## src/rtl/sort_pkg.sv

```systemverilog
// Shared types and sizing helpers for the serial selection sorter.
package sort_pkg;

   typedef enum logic [1:0] {LOAD, SCAN, SWAP, DRAIN} state_e;

   // Edges from the last input accept until out_valid is visible
   function automatic int unsigned sort_cycles(input int unsigned n);
      return n * (n - 1) / 2 + n - 1;
   endfunction

   function automatic int unsigned idx_width(input int unsigned n);
      return (n <= 2) ? 1 : $clog2(n);
   endfunction

endpackage

```

## src/rtl/sort_cmp.sv

```systemverilog
// Candidate-wins compare; SORT_ASCEND_EN selects ascending (strict <) instead of descending (strict >).
module sort_cmp #(
   parameter int unsigned W = 8
) (
   input  logic [W-1:0] cand,
   input  logic [W-1:0] best,
   output logic         wins
);

   always_comb begin
`ifdef SORT_ASCEND_EN
      wins = (cand < best);
`else
      wins = (cand > best);
`endif
   end

endmodule

```

## src/rtl/sort_stream.sv

```systemverilog
// Serial in-place selection sorter: load N words, sort one compare per clock, drain in order.
// Sort direction is set by SORT_ASCEND_EN inside sort_cmp (descending when undefined).
module sort_stream
   import sort_pkg::*;
#(
   parameter int unsigned N = 8,
   parameter int unsigned W = 8
) (
   input  logic         clk,
   input  logic         rst_n,
   input  logic         in_valid,
   output logic         in_ready,
   input  logic [W-1:0] in_data,
   output logic         out_valid,
   input  logic         out_ready,
   output logic [W-1:0] out_data,
   output logic         out_last,
   output logic         busy
);

   localparam int unsigned IW = idx_width(N);
   localparam logic [IW-1:0] LAST   = IW'(N - 1);
   localparam logic [IW-1:0] PENULT = IW'(N - 2);
   localparam logic [IW-1:0] ONE    = IW'(1);
   localparam logic [IW-1:0] TWO    = IW'(2);

   state_e        state_q, state_d;
   logic [IW-1:0] cnt_q, cnt_d;
   logic [IW-1:0] i_q, i_d;
   logic [IW-1:0] j_q, j_d;
   logic [IW-1:0] max_q, max_d;
   logic [IW-1:0] k_q, k_d;
   logic [W-1:0]  arr_q [N];
   logic [W-1:0]  arr_d [N];
   logic          cand_wins;

   sort_cmp #(.W(W)) u_cmp (
      .cand (arr_q[j_q]),
      .best (arr_q[max_q]),
      .wins (cand_wins)
   );

   always_comb begin
      state_d = state_q;
      cnt_d   = cnt_q;
      i_d     = i_q;
      j_d     = j_q;
      max_d   = max_q;
      k_d     = k_q;
      arr_d   = arr_q;
      unique case (state_q)
         LOAD: begin
            if (in_valid) begin
               arr_d[cnt_q] = in_data;
               if (cnt_q == LAST) begin
                  cnt_d   = '0;
                  i_d     = '0;
                  j_d     = ONE;
                  max_d   = '0;
                  state_d = SCAN;
               end else begin
                  cnt_d = cnt_q + ONE;
               end
            end
         end
         SCAN: begin
            if (cand_wins) max_d = j_q;
            if (j_q == LAST) state_d = SWAP;
            else             j_d     = j_q + ONE;
         end
         SWAP: begin
            // max_q == i_q degenerates to rewriting the same entry
            arr_d[i_q]   = arr_q[max_q];
            arr_d[max_q] = arr_q[i_q];
            if (i_q == PENULT) begin
               k_d     = '0;
               state_d = DRAIN;
            end else begin
               i_d     = i_q + ONE;
               max_d   = i_q + ONE;
               j_d     = i_q + TWO;
               state_d = SCAN;
            end
         end
         DRAIN: begin
            if (out_ready) begin
               if (k_q == LAST) begin
                  k_d     = '0;
                  state_d = LOAD;
               end else begin
                  k_d = k_q + ONE;
               end
            end
         end
         default: state_d = LOAD;
      endcase
   end

   always_ff @(posedge clk or negedge rst_n) begin
      if (!rst_n) begin
         state_q <= LOAD;
         cnt_q   <= '0;
         i_q     <= '0;
         j_q     <= '0;
         max_q   <= '0;
         k_q     <= '0;
         for (int unsigned e = 0; e < N; e++) arr_q[e] <= '0;
      end else begin
         state_q <= state_d;
         cnt_q   <= cnt_d;
         i_q     <= i_d;
         j_q     <= j_d;
         max_q   <= max_d;
         k_q     <= k_d;
         for (int unsigned e = 0; e < N; e++) arr_q[e] <= arr_d[e];
      end
   end

   assign in_ready  = (state_q == LOAD);
   assign out_valid = (state_q == DRAIN);
   assign busy      = (state_q == SCAN) || (state_q == SWAP);
   assign out_data  = arr_q[k_q];
   assign out_last  = (state_q == DRAIN) && (k_q == LAST);

endmodule

```

## config.mk

```make
export PLATFORM = sky130hd
export DESIGN_NAME = sort_stream
export DESIGN_NICKNAME = d
export VERILOG_FILES = /design/src/rtl/sort_pkg.sv /design/src/rtl/sort_cmp.sv /design/src/rtl/sort_stream.sv
export SDC_FILE = /design/constraint.sdc
export NUM_CORES = 1
export LEC_CHECK = 0
export CAP_MARGIN = 20
export CORE_MARGIN = 10
export CORE_UTILIZATION = 40
export DETAILED_ROUTE_END_ITERATION = 10
export PLACE_DENSITY = 0.59
export SLEW_MARGIN = 20
export SYNTH_ARGS = -nofsm -noshare
export SYNTH_HDL_FRONTEND = slang
export SYNTH_SLANG_ARGS = --single-unit
```

## constraint.sdc

```tcl
create_clock -name clk -period 4 [get_ports clk]
set_input_delay 0.8 -clock clk [delete_from_list [all_inputs] [get_ports clk]]
set_output_delay 0.8 -clock clk [all_outputs]
set_load 0.02 [all_outputs]
```

==> flow_summary.toml <==
[outcome]
outcome = "completed"

[grt]
grt_max_degree = 82
grt_pass1_vias = 6749
track_usage = 0.247
antenna_found_initial = 1
grt_pass1_wl_microns = 44100
grt-ovfl-total = 0

[sta]
finalSetupTns_ns = 0
slew_headroom = 0.252
rsz0062_at_grt = "no"
fin_worst_skew_ns = 0.0109
fmax_ghz = 0.310
setup_viol = 0
fin_crit_sh = 0.807
period_minus_slack_ns = 3.23
finalHoldViolCount = 0
slew_violations = 0
worst_slew_pin_slew_ns = 1.12

[place]
port_buffers = 23
dp.final_hpwl_microns = 19400
place_area_sq_mm = 0.00779
gp_congestion = 0.984

[floorplan]
die_w_microns = 155
die_h_microns = 155
start_util = 0.407
die_area_sq_mm = 0.0241
num_io_pins = 24
rows = 49
core_area_sq_mm = 0.0180

[routing]
ant_nets = 0
wl_per_cell_microns = 32.0
totalWireLength_microns = 30300
viasPerCell = 7.29
drtIter0Drc = 929
dr.pass1.iters = 5
vias = 6919
drc = 0

[finish]
antennaDiodeCount = 0
drive_above_1_share = 0.182
nets = 751
fin_area_sq_mm = 0.00812
final_util = 0.452
syn2layout_area_growth_pct = 10.9

[synthesis]
synth_seq_area_share = 0.277
synthMuxAreaShare = 0.249
synth-main-ff-cell = "dfrtp_1"
synth_adder_area_share = 0.0411
synth_nets = 734
synth.avg_cell_area_sq_um = 10.5
syn_area_sq_mm = 0.00731
synth-compound-area-share = 0.251
synth_xor_area_frac = 0.00120
synth_top_family_by_area = "compound AO/OA/AOI/OAI gates"
synth_seq_cells = 81
synth_edf_count = 0
async_reset_ff_frac = 1.00
yosys_warnings = 0
yosysUniqueCellTypes = 67
synthSimpleGateAreaFrac = 0.140
synth_cells = 698

[critical_path]
endpoint_kind = "flop"
cp_max_fo = 9
cp.arrival_ns = 3.47
crit_required_ns = 4.24
critical_path_class = "reg -> reg"
start_kind = "flop"

[clock_network]
root_buffer = "clkbuf_16"
cts_tree = "done"
cts_hold_buffers = 0
htreeDepth = 3
cts_buffers = 9
clock_sinks = 81
clock_latency_ns = 0.36
cts-resized-gates = 0
post_cts_buffers = 0
clk_pin_slew_ns = 0.07
cts_buffer_depth = 2

[power]
leakage_nw = 2.95
max-vdd-ir-drop_uv = 480
p_total_w = 0.00807
p_per_area_mw_per_mm2 = 995

[run]
cap_violations = 0

[worst_hold_path]
hold_class = "in -> async"
## synthesized netlist by cell type, types with 9 or more instances
cell type | instances | area share
nor2_1 | 50 | 0.026
o22ai_1 | 18 | 0.015
clkbuf_1 | 17 | 0.0087
a31oi_1 | 9 | 0.0077
a21oi_1 | 14 | 0.0096
dfrtp_1 | 81 | 0.28
buf_2 | 16 | 0.011
o22a_1 | 56 | 0.067
nand3_1 | 17 | 0.012
o21ai_0 | 54 | 0.037
inv_1 | 9 | 0.0046
nand2_1 | 79 | 0.041
mux4_1 | 9 | 0.032
mux4_2 | 51 | 0.16
mux2i_4 | 15 | 0.046
ha_1 | 24 | 0.041
nor2b_1 | 15 | 0.013
o221ai_1 | 17 | 0.020
o211ai_1 | 30 | 0.031
nand2b_1 | 16 | 0.014
## metrics by stage
stage	instances	setup slack, ns	hold slack (ns)
6_report	949	0.772	0.508
5_1_grt	949	0.626	0.576
4_1_cts	949	0.757	0.560
3_5_place_dp	933	0.762	0.549
3_3_place_gp	933	0.853	0.508
2_1_floorplan	698	1.09	0.489
## sequential cells by signal, summed over array words and instances (netlist names)
name and flops:
k_q 3, max_q 3, state_q 2, arr_q 64, j_q 3, cnt_q 3
i_q 3
## cell type report
cell class                      instances  area (sq um)
Timing Repair Buffer                   49           427
Multi-Input combinational cell        559          4990
Clock inverter                          2          60.1
Tap cell                              229           287
Inverter                               15          58.8
Clock buffer                           14           264
Sequential cell                        81          2030
Fill cell                            1668          9850
## routing by layer
layer / track usage / up-vias / part of all wire
met5: 0 / - / 0.00036
met4: 0.143 / 2 / 0.058
met3: 0.0700 / 124 / 0.12
met2: 0.374 / 534 / 0.45
met1: 0.310 / 3453 / 0.38
li1: - / 2806 / -
## report_power, final
part           switching [W]  total, W  internal, W
clock network       0.000364  0.000947     0.000583
logic                0.00294   0.00527      0.00233
registers           0.000653   0.00186      0.00121
total                0.00395   0.00807      0.00412
## cells by family after synthesis
logic type | Yosys count
compound gates | 238
simple gates | 212
mux | 84
flops | 81
buf+inv | 58
fa+ha+maj | 24
xor+xnor | 1
## critical path, cell delays in order (launching register included)
cell      delay [ns]
dfrtp_1         0.66
buf_4           0.26
mux4_2          0.54
mux2i_4         0.28
ha_1            0.30
a21o_1          0.16
nand2_1         0.08
nand3b_1        0.09
o311a_1         0.41
mux2_1          0.33
## cell usage in the layout, fill, tap and decap left out, types with 4 or more instances in the layout
master	n
buf_4	26
or2_1	6
ha_1	23
nor2b_1	15
inv_1	9
nor2_1	50
nand4_1	5
a31oi_1	9
nand3_1	17
nand3b_1	4
o21ai_0	54
mux4_2	51
nand2b_1	16
a21oi_1	14
mux2i_4	15
clkbuf_16	9
clkdlybuf4s50_1	22
o22a_1	56
o221ai_1	17
o22ai_1	18
nand2_1	79
mux2i_1	5
mux4_1	9
dfrtp_1	81
a31oi_4	4
o211ai_1	30
o311a_1	8
## path summary, 6_finish.rpt
kind	start	to	slack, ns	cells after the start
setup / recovery	max_q[0]	max_q[1]	0.77	9
hold / removal	rst_n	arr_q[10]	0.51	1
min in group clk	state_q[1]	state_q[1]	0.57	1
setup reg to reg	max_q[0]	max_q[1]	0.77	9
hold reg to reg	state_q[1]	state_q[1]	0.57	1
max in group asynchronous	rst_n	arr_q[51]	2.94	1
Note: power is estimated with default switching activity, not from simulation.
